`src/rtl/nco_phase_gen.sv`:
```
// Phase-accumulator NCO front end: produces the phase word for a CORDIC rotator.
// FTW/POW reload through a one-deep valid/ready slot, applied only on an ena edge.
module nco_phase_gen #(
    parameter int ACC_WIDTH = 32,
    parameter int PHA_WIDTH = 16
) (
    input  logic                 clk_in,
    input  logic                 reset,
    input  logic                 ena,
    input  logic                 phase_clr,
    input  logic                 cfg_valid,
    output logic                 cfg_ready,
    input  logic                 cfg_sel,
    input  logic [ACC_WIDTH-1:0] cfg_data,
    output logic [PHA_WIDTH-1:0] phase_out,
    output logic                 phase_vld,
    output logic                 wrap_o
);

    typedef enum logic {
        EMPTY   = 1'b0,
        PENDING = 1'b1
    } cfg_state_t;

    cfg_state_t           state;
    logic                 pend_sel;
    logic [ACC_WIDTH-1:0] pend_data;
    logic [ACC_WIDTH-1:0] ftw_act;
    logic [PHA_WIDTH-1:0] pow_act;

    logic [ACC_WIDTH-1:0] acc;
    logic [ACC_WIDTH:0]   acc_sum;
    logic [PHA_WIDTH-1:0] ph_s1;
    logic                 v1;
    logic                 cy;
    logic                 w1;

    // Extra top bit of the sum is the accumulator carry-out.
    assign acc_sum   = {1'b0, acc} + {1'b0, ftw_act};
    assign cfg_ready = (state == EMPTY);

    // Config slot: accept while EMPTY, apply on the next ena edge. Accept and
    // apply can never share an edge because they live in different states.
    // NOTE: all state is updated with non-blocking assignments so every block
    // sees pre-edge values, which is what lets a config applied on an edge
    // leave that edge's accumulator step untouched.
    always_ff @(posedge clk_in or posedge reset) begin
        if (reset) begin
            state     <= EMPTY;
            pend_sel  <= 1'b0;
            pend_data <= '0;
            ftw_act   <= '0;
            pow_act   <= '0;
        end else begin
            case (state)
                EMPTY: begin
                    if (cfg_valid) begin
                        pend_sel  <= cfg_sel;
                        pend_data <= cfg_data;
                        state     <= PENDING;
                    end
                end
                PENDING: begin
                    if (ena) begin
                        if (pend_sel) pow_act <= pend_data[PHA_WIDTH-1:0];
                        else          ftw_act <= pend_data;
                        state <= EMPTY;
                    end
                end
                default: state <= EMPTY;
            endcase
        end
    end

    // Stage 1: sample the accumulator top bits and advance by one step.
    always_ff @(posedge clk_in or posedge reset) begin
        if (reset) begin
            acc   <= '0;
            ph_s1 <= '0;
            v1    <= 1'b0;
            cy    <= 1'b0;
            w1    <= 1'b0;
        end else if (ena) begin
            ph_s1 <= acc[ACC_WIDTH-1 -: PHA_WIDTH] + pow_act;
            acc   <= phase_clr ? '0 : acc_sum[ACC_WIDTH-1:0];
            cy    <= ~phase_clr & acc_sum[ACC_WIDTH];
            w1    <= cy;
            v1    <= 1'b1;
        end else begin
            v1 <= 1'b0;
        end
    end

    // Stage 2: registered outputs; the phase word holds between samples.
    always_ff @(posedge clk_in or posedge reset) begin
        if (reset) begin
            phase_out <= '0;
            phase_vld <= 1'b0;
            wrap_o    <= 1'b0;
        end else begin
            phase_vld <= v1;
            wrap_o    <= v1 & w1;
            if (v1) phase_out <= ph_s1;
        end
    end

endmodule

```
`config.mk`:
```
export PLATFORM = sky130hd
export DESIGN_NAME = nco_phase_gen
export DESIGN_NICKNAME = d
export VERILOG_FILES = /design/src/rtl/nco_phase_gen.sv
export SDC_FILE = /design/constraint.sdc
export NUM_CORES = 1
export LEC_CHECK = 0
export CAP_MARGIN = 5
export CORE_MARGIN = 2
export CORE_UTILIZATION = 54
export DETAILED_ROUTE_END_ITERATION = 10
export GPL_TIMING_DRIVEN = 0
export PLACE_DENSITY = 0.77
export SYNTH_ARGS = -nofsm -noshare
export SYNTH_HDL_FRONTEND = slang
export SYNTH_SLANG_ARGS = --single-unit
export TNS_END_PERCENT = 5
```
`constraint.sdc`:
```
create_clock -name clk_in -period 5.1 [get_ports clk_in]
set_input_delay 0.765 -clock clk_in [delete_from_list [all_inputs] [get_ports clk_in]]
set_output_delay 0.765 -clock clk_in [all_outputs]
set_load 0.01 [all_outputs]
```
Word-level counts from Yosys, hierarchy flattened
Index checks and enable logic that the tools add are counted.
{"block": "totals", "ff_bits": 151, "latch_bits": 0, "mem_bits_rw": 0, "rom_bits": 0, "in_bits": 38, "out_inout_bits": 19, "elab_cells": 28, "memories": 0}
{"block": "classes", "add_sub_neg": 2, "mul": 0, "div": 0, "order_cmp": 0, "eq_ne": 0, "shift": 0, "n_mux": 5, "bitwise": 5, "n_reduce_logical": 3}
{"op": "adder 32 x 32 -> 33 bit", "count": 1}
{"op": "two-way mux 32 bit", "count": 1}
{"op": "adder 16 bit", "count": 1}
{"op": "AND reduction 3 bit", "count": 2}
{"op": "two-way mux 1 bit", "count": 3}
{"op": "NOT 1 bit", "count": 3}
{"op": "bitwise AND 1 bit", "count": 2}
{"op": "case mux 1 bit (2 select lines)", "count": 1}
{"op": "AND reduction 2 bit", "count": 1}

Longest topological paths before layout
Gate-level depths: netlist of run 1.
{"block": "depth", "ltp_word": 2, "mapped_depth": 10, "mapped_depth_nobuf": 10}

Worst setup path after synthesis of run 1
Ideal clock, no wire load.
{"block": "synth_timing", "path_kind": "flip-flop to flip-flop", "from": "reg ftw_act[7]", "to": "reg acc[26]", "setup_ns": 0.122, "arrival_time_ns": 2.370, "required_ns": 4.978, "setup_slack_ns": 2.608, "path_stages_with_launch": 9, "n_path_buf": 0, "synth_period_minus_slack_ns": 2.492, "cell_sequence": "dfrtp_1 > ha_1 > a21o_2 > a31o_1 > a22o_1 > a311oi_4 > a21oi_2 > or3_1 > a32o_1"}
{"block": "synth_via", "elab_chain_len": 2}
{"element": "start: declaration", "line": "28", "rtl": "logic [ACC_WIDTH-1:0] ftw_act;"}
{"element": "start signal: assignment", "line": "66", "rtl": "else ftw_act <= pend_data;"}
{"element": "adder 32 x 32 -> 33 bit", "line": "39", "rtl": "assign acc_sum = {1'b0, acc} + {1'b0, ftw_act};"}
{"element": "two-way mux 32 bit", "line": "85", "rtl": "acc <= phase_clr ? '0 : acc_sum[ACC_WIDTH-1:0];"}
{"element": "end signal: assignment", "line": "85"}
{"element": "end: declaration", "line": "31", "rtl": "logic [ACC_WIDTH-1:0] acc;"}
Every way passes these cells.
A chain may end at the register's enable or synchronous reset.

Worst setup path in the final report of run 1
{"block": "layout_timing", "from": "reg acc[23]", "to": "reg acc[28]"}
{"block": "layout_via", "elab_chain_len": 2}
{"element": "adder 32 x 32 -> 33 bit", "line": "39"}
{"element": "two-way mux 32 bit", "line": "85"}
Every way passes these cells.

==> metrics.md, run 1 <==
| Metric | Value |
|---|---|
| Outcome | `complete, no violations` |
| RSZ-0062 raised after global routing | `false` |
| Synth area leader | `dfrtp_1` |
| Main synth FF type | `dfrtp_1` |
| Top-area cell type share of the netlist area | `46.7%` |
| Grt total ovfl | `0` |
| Leak | `4.21 nW` |
| Max-cap violations | `0` |
| CP cell instances | `ha_1 > clkbuf_1 > and3_1 > nand2_1 > or3_1 > a311oi_1 > o32ai_1 > xnor2_1 > a22o_1` |
| Layout cells sized above 1 | `18.6%` |
| Deepest clock path buffer count | `2` |
| Drt drc | `0` |
| Final critical-path required period | `2910 ps` |
| GRT Total Usage | `25.3%` |
| Synth Area per Inst | `11.3 um2` |
| Worst ir drop on vdd | `0.447 mV` |
| Number of enable flip-flop cells after synthesis | `0` |
| CP Data Required Time | `5420 ps` |
| Final antenna-violating net count | `0` |
| Post-synth ARST share | `100%` |
| WL per Instance | `between 15 and 20 um` |
| Die area | `16000 um2` |
| H-tree levels | `4` |
| Tcrit/Tclk final | `around 57%` |
| Crit path largest cell delay | `450 ps` |
| CTS Hold Bufs | `0` |
| DRT Pass-1 Iters | `5` |
| Drt total wl | `19300 um` |
| Setup slack at placement | `1900 ps` |
| Vias in the first global route | `6034` |
| CTS Sinks | `151` |
| Worst Path Arrival | `between 3000 and 4000 ps` |
| ANT cells | `0` |
| Hold Crit Class | `flip-flop to flip-flop` |
| Crit path launch type | `flip-flop` |
| Iteration-0 DRC Markers | `roughly 400` |
| Most frequent cells in the layout | `dfrtp_1 (151), mux2_2 (105), clkdlybuf4s50_1 (56)` |
| Vias per cell | `6.02` |
| R2r setup slk | `2190 ps` |
| CP Class | `flip-flop to flip-flop` |
| Mapped Cells | `713` |
| Yosys reg bits | `151` |
| Commonest non-fill, non-tap cell in the layout | `dfrtp_1` |
| Worst setup EP type | `flip-flop` |
| Vias after detailed routing | `5933` |
| Die Span Y | `126 um` |
| Final HPWL DP | `14600 um` |
| Seq/Total Area, Yosys | `46.7%` |
| Rel. slew slack | `around 44%` |
| Ports | `57` |
| Cell Pwr Density | `681 nW/um2` |
| Post_cts resized | `0` |
| Final Max Tran Viols | `0` |
| Slowest CP cell | `a311oi_1` |
| CP Buf/Inv Count | `1` |
| Placed cell area | `8910 um2` |
| CTS tree | `yes` |
| First-pass GRT wire length | `approximately 31000 um` |
| GPL Wtd Cong | `0.924` |
| Synth warn | `0` |
| Post-route setup slack | `between 2000 and 2500 ps` |
| Final Hold Fails | `0` |
| Port bufs | `56` |
| Fin nets | `876` |
| Syn_nets | `800` |
| Total Power | `0.00647 W` |
| Core Rows | `44` |
| CP delay by family, top | `compound AO/OA/AOI/OAI gates` |
| Final setup viols | `0` |
| Crit Path Max Fanout | `9` |
| Clock Pin Slew Worst Setup and Hold Paths | `roughly 60 ps` |
| Worst-Margin Slew | `846 ps` |
| Post-synth cell types | `67` |
| Setup bufs post-CTS | `0` |
| Worst skew pair latency | `roughly 430 ps` |
| Die width | `126 um` |
| Peak Freq | `0.343 GHz` |
| Starting Density | `roughly 55%` |
| Layout area overhead | `17.6%` |
| Synthesized cell area | `8080 um2` |
| Num CTS Buffers | `17` |
| Largest net degree at the start of global routing | `102` |
| Clock root cell | `clkbuf_16` |
| Core footprint | `14600 um2` |
| Area contributors post-synth | `dfrtp_1 (47%), mux2_2 (15%), ha_1 (7.3%), a21oi_1 (3.1%), xnor2_1 (2.5%)` |
| Finished layout cell area | `~9500 um2` |
| Layout Skew | `5.51 ps` |
| Initial antenna violation count | `0` |
synth_stat cells, types with 6 or more instances:
cell and count:
a21o_1 25, a21oi_1 50, a22o_1 17, a31oi_1 7
buf_1 6, clkbuf_1 23, dfrtp_1 151, ha_1 47
inv_1 17, mux2_2 105, nand2_1 39, nand3_1 12
nand4_1 6, nor2_1 30, nor2b_1 6, nor3_1 9
o21a_1 10, o21ai_0 22, o21ai_1 8, o31ai_1 6
or3_1 6, xnor2_1 23, xor2_1 9
final timing paths:
check / startpoint / end / cells after the start
max: acc[23] / acc[28] / 9
min: v1 / phase_vld / 0
max reg2reg: acc[23] / acc[28] / 9
min reg2reg: v1 / phase_vld / 0
max in group asynchronous: reset / ftw_act[16] / 3
min in group asynchronous: reset / phase_out[12] / 2
state kept, by name, summed over array words and instances, names as in the netlist, 16 cells and up:
register   count
phase_out     16
ph_s1         16
acc           32
pend_data     32
pow_act       16
ftw_act       32
cell type report:
class,instances,area (um2)
fill,1122,5080
multi-input combinational,511,4080
sequential,151,3780
timing repair buffer,57,588
clock buffer,18,429
tap,184,230
clock inverter,13,173
buffer,33,154
inverter,18,72.6
worst reg2reg max path, delay by kind of cell, from the launching register on:
family                   cells  cell delay (ps)
flip-flops                   1              430
XOR/XNOR                     1              160
AO/OA/AOI/OAI                3              850
adder cells (fa/ha/maj)      1              290
buffers and inverters        1              300
AND/OR/NAND/NOR              3              770
logic make-up (layout without fill, tap and decap cells):
| kind of cell | after synthesis | after routing | synth area share (%) |
|---|---|---|---|
| and+or+nand+nor | 128 | 128 | 7.66 |
| buffers and inverters | 51 | 139 | 2.74 |
| xor gates and xnor gates | 32 | 32 | 3.47 |
| adders and majority gates | 49 | 49 | 7.77 |
| AOI/OAI and AO/OA | 193 | 193 | 16.5 |
| muxes | 109 | 109 | 15.2 |
| DFF | 151 | 151 | 46.7 |
report_power, final:
group / leakage, nW / internal, W / total [W] / switching (W)
logic: 2.09 / 0.00148 / 0.00312 / 0.00164
registers: 1.82 / 0.00169 / 0.00207 / 0.000373
clock network: 0.291 / 0.000775 / 0.00128 / 0.000510
routing by layer:
layer,track usage [%],part of all wire (%),wire [um]
met3,5.15,4.9,938
met5,0,0,0
met2,41.5,48,9240
met4,8.86,2.3,442
met1,33.8,45,8700
through the flow:
| step | instances | hold slack (ps) | TNS [ps] | util, % |
|---|---|---|---|---|
| 2_1_floorplan | 713 | 352 | 0 | - |
| 3_3_place_gp | 953 | 358 | -223980 | 60.8 |
| 3_5_place_dp | 954 | 367 | 0 | 61.1 |
| 4_1_cts | 985 | 382 | 0 | 65.2 |
| 5_1_grt | 985 | 401 | 0 | 65.2 |
| 6_report | 985 | 391 | 0 | 65.2 |
Note: power is estimated with default switching activity, not from simulation.
==> run 2: changes to the inputs <==
Clock period 5.1 ns to 2.4 ns, I/O delays scaled along.
==> run 2 against run 1 <==
Net effect:
- the run now ends with negative setup slack left
- critical path type unchanged
- cell count is 0.81% higher
- worst hold slack worse by 37 ps
- combinational power is 130% higher
- final area is 3.5% higher
- clock skew is 2.7 ps higher
- first-iteration DRC count is 20% higher
- register-to-register slack worse by 2500 ps
- largest power group unchanged
- utilization is 2.3 points higher
==> metrics.md, run 2 (synthesis results as in run 1) <==
| Metric | Value |
|---|---|
| Final Hold Fails | `0 (unchanged)` |
| WL met3 | `804 um (was 938 um)` |
| Worst-Margin Slew | `807 ps (was 846 ps)` |
| Core Rows | `44 (unchanged)` |
| Hold slack | `354 ps (was 391 ps)` |
| ANT cells | `0 (unchanged)` |
| CTS tree | `yes (unchanged)` |
| GRT Total Usage | `26.1% (was 25.3%)` |
| Setup slack at placement | `-567 ps (was 1900 ps)` |
| CP Buf/Inv Count | `1 (unchanged)` |
| Tcrit/Tclk final | `112% (was 57.1%)` |
| Die area | `16000 um2 (unchanged)` |
| CP Depth | `9 (unchanged)` |
| Die Span Y | `126 um (unchanged)` |
| Die width | `126 um (unchanged)` |
| Met2 Routed Length | `9810 um (was 9240 um)` |
| Final antenna-violating net count | `0 (unchanged)` |
| Peak Freq | `0.371 GHz (was 0.343 GHz)` |
| Top routing layer used | `met4 (unchanged)` |
| Fin nets | `883 (was 876)` |
| Core footprint | `14600 um2 (unchanged)` |
| Grt total ovfl | `0 (unchanged)` |
| Placed Instances | `956 (was 954)` |
| Worst Reg-to-Reg Cells | `9 (unchanged)` |
| Iteration-0 DRC Markers | `483 (was 403)` |
| Failing checks | `negative setup slack` |
| CP Data Required Time | `2700 ps (was 5420 ps)` |
| Worst skew pair latency | `420 ps (was 430 ps)` |
| Worst setup EP type | `flip-flop (unchanged)` |
| Most frequent cells in the layout | `dfrtp_1 (149), mux2_2 (105), clkdlybuf4s50_1 (56) (was dfrtp_1 (151), mux2_2 (105), clkdlybuf4s50_1 (56))` |
| Crit Path Max Fanout | `9 (unchanged)` |
| Final Max Tran Viols | `0 (unchanged)` |
| Clock Pin Slew Worst Setup and Hold Paths | `60 ps (about the same)` |
| Drt total wl | `19900 um (was 19300 um)` |
| CTS Sinks | `151 (unchanged)` |
| Initial antenna violation count | `0 (unchanged)` |
| Total Power | `0.0145 W (was 0.00647 W)` |
| Final setup viols | `14 (was 0)` |
| Largest registers | `acc x32, ftw_act x32, pend_data x32 (unchanged)` |
| RSZ-0062 raised after global routing | `true (was false)` |
| Rel. slew slack | `46.2% (was 43.6%)` |
| CP delay by family, top | `compound AO/OA/AOI/OAI gates (unchanged)` |
| Layout Skew | `8.24 ps (was 5.51 ps)` |
| Final HPWL DP | `14800 um (was 14600 um)` |
| Largest net degree at the start of global routing | `46 (was 102)` |
| Outcome | `finished, violations left (was complete, no violations)` |
| Worst Path Arrival | `3000 ps (was 3230 ps)` |
| Crit path largest cell delay | `420 ps (was 450 ps)` |
| CP Class | `flip-flop to flip-flop (unchanged)` |
| Vias after detailed routing | `6025 (was 5933)` |
| Leak | `4.27 nW (was 4.21 nW)` |
| CTS Hold Bufs | `0 (unchanged)` |
| Deepest clock path buffer count | `2 (unchanged)` |
| Post-Layout Cell Count | `993 (was 985)` |
| Vias per cell | `6.07 (was 6.02)` |
| Vias in the first global route | `6193 (was 6034)` |
| Final critical-path required period | `2700 ps (was 2910 ps)` |
| H-tree levels | `4 (unchanged)` |
| Commonest non-fill, non-tap cell in the layout | `dfrtp_1 (unchanged)` |
| CP cell instances | `ha_1 > buf_6 > a21o_1 > a31o_1 > a22o_1 > a311oi_4 > a21oi_2 > or3_1 > a32o_1 (was ha_1 > clkbuf_1 > and3_1 > nand2_1 > or3_1 > a311oi_1 > o32ai_1 > xnor2_1 > a22o_1)` |
| Met1 wire length | `8940 um (was 8700 um)` |
| DRT Pass-1 Iters | `5 (unchanged)` |
| Max-cap violations | `0 (unchanged)` |
| Layout area overhead | `21.8% (was 17.6%)` |
| Worst ir drop on vdd | `0.865 mV (was 0.447 mV)` |
| Hold Crit Class | `input pin to asynchronous set/reset pin (was flip-flop to flip-flop)` |
| Crit path launch type | `flip-flop (unchanged)` |
| WL per Instance | `20.0 um (was 19.6 um)` |
| Setup_tns | `-1720 ps (was 0 ps)` |
| Layout cells sized above 1 | `23.7% (was 18.6%)` |
| Num CTS Buffers | `17 (unchanged)` |
| GPL Wtd Cong | `0.928 (was 0.924)` |
| Slowest CP cell | `dfrtp_1 (was a311oi_1)` |
| Post-route setup slack | `-297 ps (was 2190 ps)` |
| Starting Density | `55.4% (unchanged)` |
| First-pass GRT wire length | `32500 um (was 31400 um)` |
| Clock root cell | `clkbuf_16 (unchanged)` |
| Ports | `57 (unchanged)` |
| Cell Pwr Density | `1480 nW/um2 (was 681 nW/um2)` |
| Port bufs | `56 (unchanged)` |
| Drt drc | `0 (unchanged)` |
-- run 2: cell types whose count changed in the layout (fill, tap and decap cells not counted), sizes merged --
| cell | change |
|---|---|
| buf | +8 |
| bufinv | +2 |
| clkinv | -2 |
| clkinvlp | +1 |
| inv | -1 |
-- run 2: metal layers --
metal / track usage [%] / vias up
met5: 0 / -
li1: - / 2805
met4: 8.02 / 0
met3: 4.05 / 24
met1: 35.1 / 3037
met2: 43.9 / 159
-- run 2: where the power goes --
part / switching [W] / internal [W] / total (W)
clock network: 0.00109 / 0.00189 / 0.00298
logic: 0.00366 / 0.00344 / 0.00710
registers: 0.000858 / 0.00360 / 0.00446
total: 0.00561 / 0.00893 / 0.0145
-- run 2: worst paths after layout --
path	start	endpoint	slack [ps]
setup / recovery	ftw_act[9]	acc[26]	-300
hold / removal	reset	acc[1]	350
setup reg to reg	ftw_act[9]	acc[26]	-300
hold reg to reg	v1	phase_vld	380
max in group asynchronous	reset	ftw_act[31]	1420
min in group clk_in	v1	phase_vld	380
-- run 2: metrics by stage --
step | cell area, um2 | util [%]
floorplan | 8090 | -
global placement | 8880 | 60.9
detailed placement | 8940 | 61.3
CTS | 9740 | 66.8
global route | 9840 | 67.5
finish | 9840 | 67.5
-- run 2: layout make-up --
cell class / count / area, um2
fill: 1093 / 4740
tap: 184 / 230
inverter: 18 / 71.3
clock buffer: 19 / 443
clock inverter: 13 / 216
sequential: 151 / 3780
buffer: 32 / 151
timing repair buffer: 65 / 666
multi-input combinational: 511 / 4290
-- run 2: worst register-to-register path: cells and delay by family, from the launching register on --
family,cells,cell delay [ps]
compound gates,6,1360
flops,1,420
simple gates,1,370
fa+ha+maj,1,300
buf+inv,1,150
-- run 2: repair_timing --
action / in CTS / in global routing
pin swaps: 8 / 8
buffers inserted: 4 / 2
gates resized for setup: 26 / 19
endpoints found under the setup margin: 20 / 26
==> run 3: changes to the inputs <==
Settings changed: CELL_PAD_IN_SITES_DETAIL_PLACEMENT from default to 0, CELL_PAD_IN_SITES_GLOBAL_PLACEMENT from default to 1, CORE_MARGIN 2 to default, CORE_UTILIZATION 54 to 40, PLACE_DENSITY 0.77 to default, PLACE_DENSITY_LB_ADDON from default to 0.1.
==> run 3 against run 2 <==
Net effect:
- non-clock buffer count is 4 lower
- sequential share of layout area is 0.13 points higher
- combinational power fell by 3%
- clock skew is 2.6 ps higher
- sequential cell count is the same
- die area increased by 30%
- sequential power is 2% lower
- cell count up 7.8%
- critical path type unchanged
- final area decreased by 0.34%
- the run still ends with negative setup slack left
- global-route usage shrank 5.6 points
- critical path depth unchanged
==> metrics.md, run 3 (synthesis results as in run 1) <==
| Metric | Value |
|---|---|
| Outcome | `finished, violations left (unchanged)` |
| Failing checks | `negative setup slack (unchanged)` |
| Fin nets | `879 (was 883)` |
| Final setup viols | `12 (was 14)` |
| Iteration-0 DRC Markers | `409 (was 483)` |
| CP delay by family, top | `compound AO/OA/AOI/OAI gates (unchanged)` |
| Vias in the first global route | `5862 (was 6193)` |
| Clock Pin Slew Worst Setup and Hold Paths | `70 ps (was 60 ps)` |
| Layout cells sized above 1 | `23.4% (was 23.7%)` |
| Cell Pwr Density | `1430 nW/um2 (was 1480 nW/um2)` |
| First-pass GRT wire length | `31500 um (was 32500 um)` |
| H-tree levels | `4 (unchanged)` |
| Crit Path Max Fanout | `9 (unchanged)` |
| CP Buf/Inv Count | `1 (unchanged)` |
| Post-route setup slack | `-311 ps (was -297 ps)` |
| Final Max Tran Viols | `0 (unchanged)` |
| RSZ-0062 raised after global routing | `true (unchanged)` |
| DRT Pass-1 Iters | `5 (unchanged)` |
| Num CTS Buffers | `17 (unchanged)` |
| CP Data Required Time | `2710 ps (was 2700 ps)` |
| Layout area overhead | `21.4% (was 21.8%)` |
| CP cell instances | `ha_1 > buf_6 > a21o_1 > a31o_1 > a22o_1 > a311oi_4 > a21oi_2 > or3_1 > a32o_1 (unchanged)` |
| Leak | `4.22 nW (was 4.27 nW)` |
| Final HPWL DP | `15300 um (was 14800 um)` |
| Drt total wl | `19900 um (about the same)` |
| Worst ir drop on vdd | `0.557 mV (was 0.865 mV)` |
| CTS Sinks | `151 (unchanged)` |
| Grt total ovfl | `0 (unchanged)` |
| Worst-Margin Slew | `901 ps (was 807 ps)` |
| WL per Instance | `18.6 um (was 20.0 um)` |
| Final antenna-violating net count | `0 (unchanged)` |
| ANT cells | `0 (unchanged)` |
| Port bufs | `56 (unchanged)` |
| Peak Freq | `0.369 GHz (was 0.371 GHz)` |
| Die area | `20800 um2 (was 16000 um2)` |
| Largest net degree at the start of global routing | `45 (was 46)` |
| Core footprint | `19700 um2 (was 14600 um2)` |
| CTS tree | `yes (unchanged)` |
| Final Hold Fails | `0 (unchanged)` |
| Clock root cell | `clkbuf_16 (unchanged)` |
| Placed cell area | `9040 um2 (was 8940 um2)` |
| GPL Wtd Cong | `0.876 (was 0.928)` |
| Final critical-path required period | `2710 ps (was 2700 ps)` |
| Deepest clock path buffer count | `2 (unchanged)` |
| CP Class | `flip-flop to flip-flop (unchanged)` |
| Initial antenna violation count | `0 (unchanged)` |
| Die width | `144 um (was 126 um)` |
| Placed Instances | `1037 (was 956)` |
| # fillers | `1827 (was 1093)` |
| Post-Layout Cell Count | `1070 (was 993)` |
| Slowest CP cell | `dfrtp_1 (unchanged)` |
| Crit path launch type | `flip-flop (unchanged)` |
| Tcrit/Tclk final | `113% (was 112%)` |
| Hold Crit Class | `flip-flop to flip-flop (was input pin to asynchronous set/reset pin)` |
| Starting Density | `41.1% (was 55.4%)` |
| Crit path largest cell delay | `410 ps (was 420 ps)` |
| Vias per cell | `5.51 (was 6.07)` |
| Core Rows | `51 (was 44)` |
| Vias after detailed routing | `5900 (was 6025)` |
| Most frequent cells in the layout | `dfrtp_1 (149), mux2_2 (105), clkdlybuf4s50_1 (56) (unchanged)` |
| Rel. slew slack | `39.9% (was 46.2%)` |
| Largest registers | `acc x32, ftw_act x32, pend_data x32 (unchanged)` |
| Ports | `57 (unchanged)` |
| Worst Path Arrival | `3020 ps (was 3000 ps)` |
| Drt drc | `0 (unchanged)` |
| GRT Total Usage | `20.5% (was 26.1%)` |
| Commonest non-fill, non-tap cell in the layout | `dfrtp_1 (unchanged)` |
| R2r setup slk | `-310 ps (was -300 ps)` |
| Layout Skew | `10.8 ps (was 8.24 ps)` |
| Worst setup EP type | `flip-flop (unchanged)` |
| Worst skew pair latency | `430 ps (was 420 ps)` |
| Max-cap violations | `0 (unchanged)` |
| Finished layout cell area | `9810 um2 (was 9840 um2)` |
| Die Span Y | `144 um (was 126 um)` |
-- run 3: changes by cell type in the layout (fill, tap and decap cells not counted), sizes merged --
cell / change
buf: -4
clkbuf: -1
clkinvlp: +3
inv: +1
bufinv: -3
-- run 3: repair_timing --
action / CTS / global route
pin swaps: 5 / 4
resized for setup: 23 / 21
buffers inserted: 2 / 0
hold buffers: 0 / 0
endpoints found under the setup margin: 19 / 26
-- run 3: cell type report --
type / count / area [um2] / share of cell area (%)
clock inverters: 14 / 166 / 1.70
clock buffers: 18 / 429 / 4.37
plain buffers: 32 / 154 / 1.57
inverters: 18 / 71.3 / 0.727
repair buffers: 61 / 636 / 6.48
multi-input cells: 511 / 4240 / 43.2
well taps: 265 / 332 / 3.38
flip-flops and latches: 151 / 3780 / 38.5
-- run 3: worst paths after layout --
check	startpoint	to	cells past startpoint
worst max-delay path	ftw_act[9]	acc[26]	9
worst min-delay path	v1	phase_vld	0
worst max register to register	ftw_act[9]	acc[26]	9
worst min register to register	v1	phase_vld	0
max in group asynchronous	reset	acc[30]	3
min in group asynchronous	reset	acc[2]	2
-- run 3: power breakdown --
part / total (W) / internal [W] / switching (W)
sequential: 0.00439 / 0.00360 / 0.000785
combinational: 0.00692 / 0.00334 / 0.00359
clock: 0.00270 / 0.00156 / 0.00114
-- run 3: layer usage --
layer | share of wire [%] | vias up | track usage, %
met4 | 1.6 | 0 | 6.15
li1 | - | 2800 | -
met1 | 46 | 2947 | 26.9
met3 | 4.2 | 19 | 4.57
met5 | 0 | - | 0
met2 | 48 | 134 | 33.6
-- run 3: worst register-to-register path, delay by kind of cell (launching register included) --
kind            cells  cell delay (ps)
buf+inv             1              150
simple gates        1              360
fa+ha+maj           1              310
compound gates      6             1370
flops               1              410
-- run 3: metrics by stage --
stage / util [%] / power, W / setup TNS (ps) / hold WS (ps) / setup WS (ps)
final: 49.9 / 0.0140 / -1910 / 371 / -311
after global placement: 45.7 / 0.0109 / -180810 / 358 / -1140
after global routing: 49.9 / 0.0150 / -3760 / 392 / -409
after CTS: 49.5 / 0.0139 / -2340 / 375 / -305
after detailed placement: 46.0 / 0.0110 / -11520 / 357 / -568
after floorplan: - / 0.00915 / -121 / 352 / -91.9
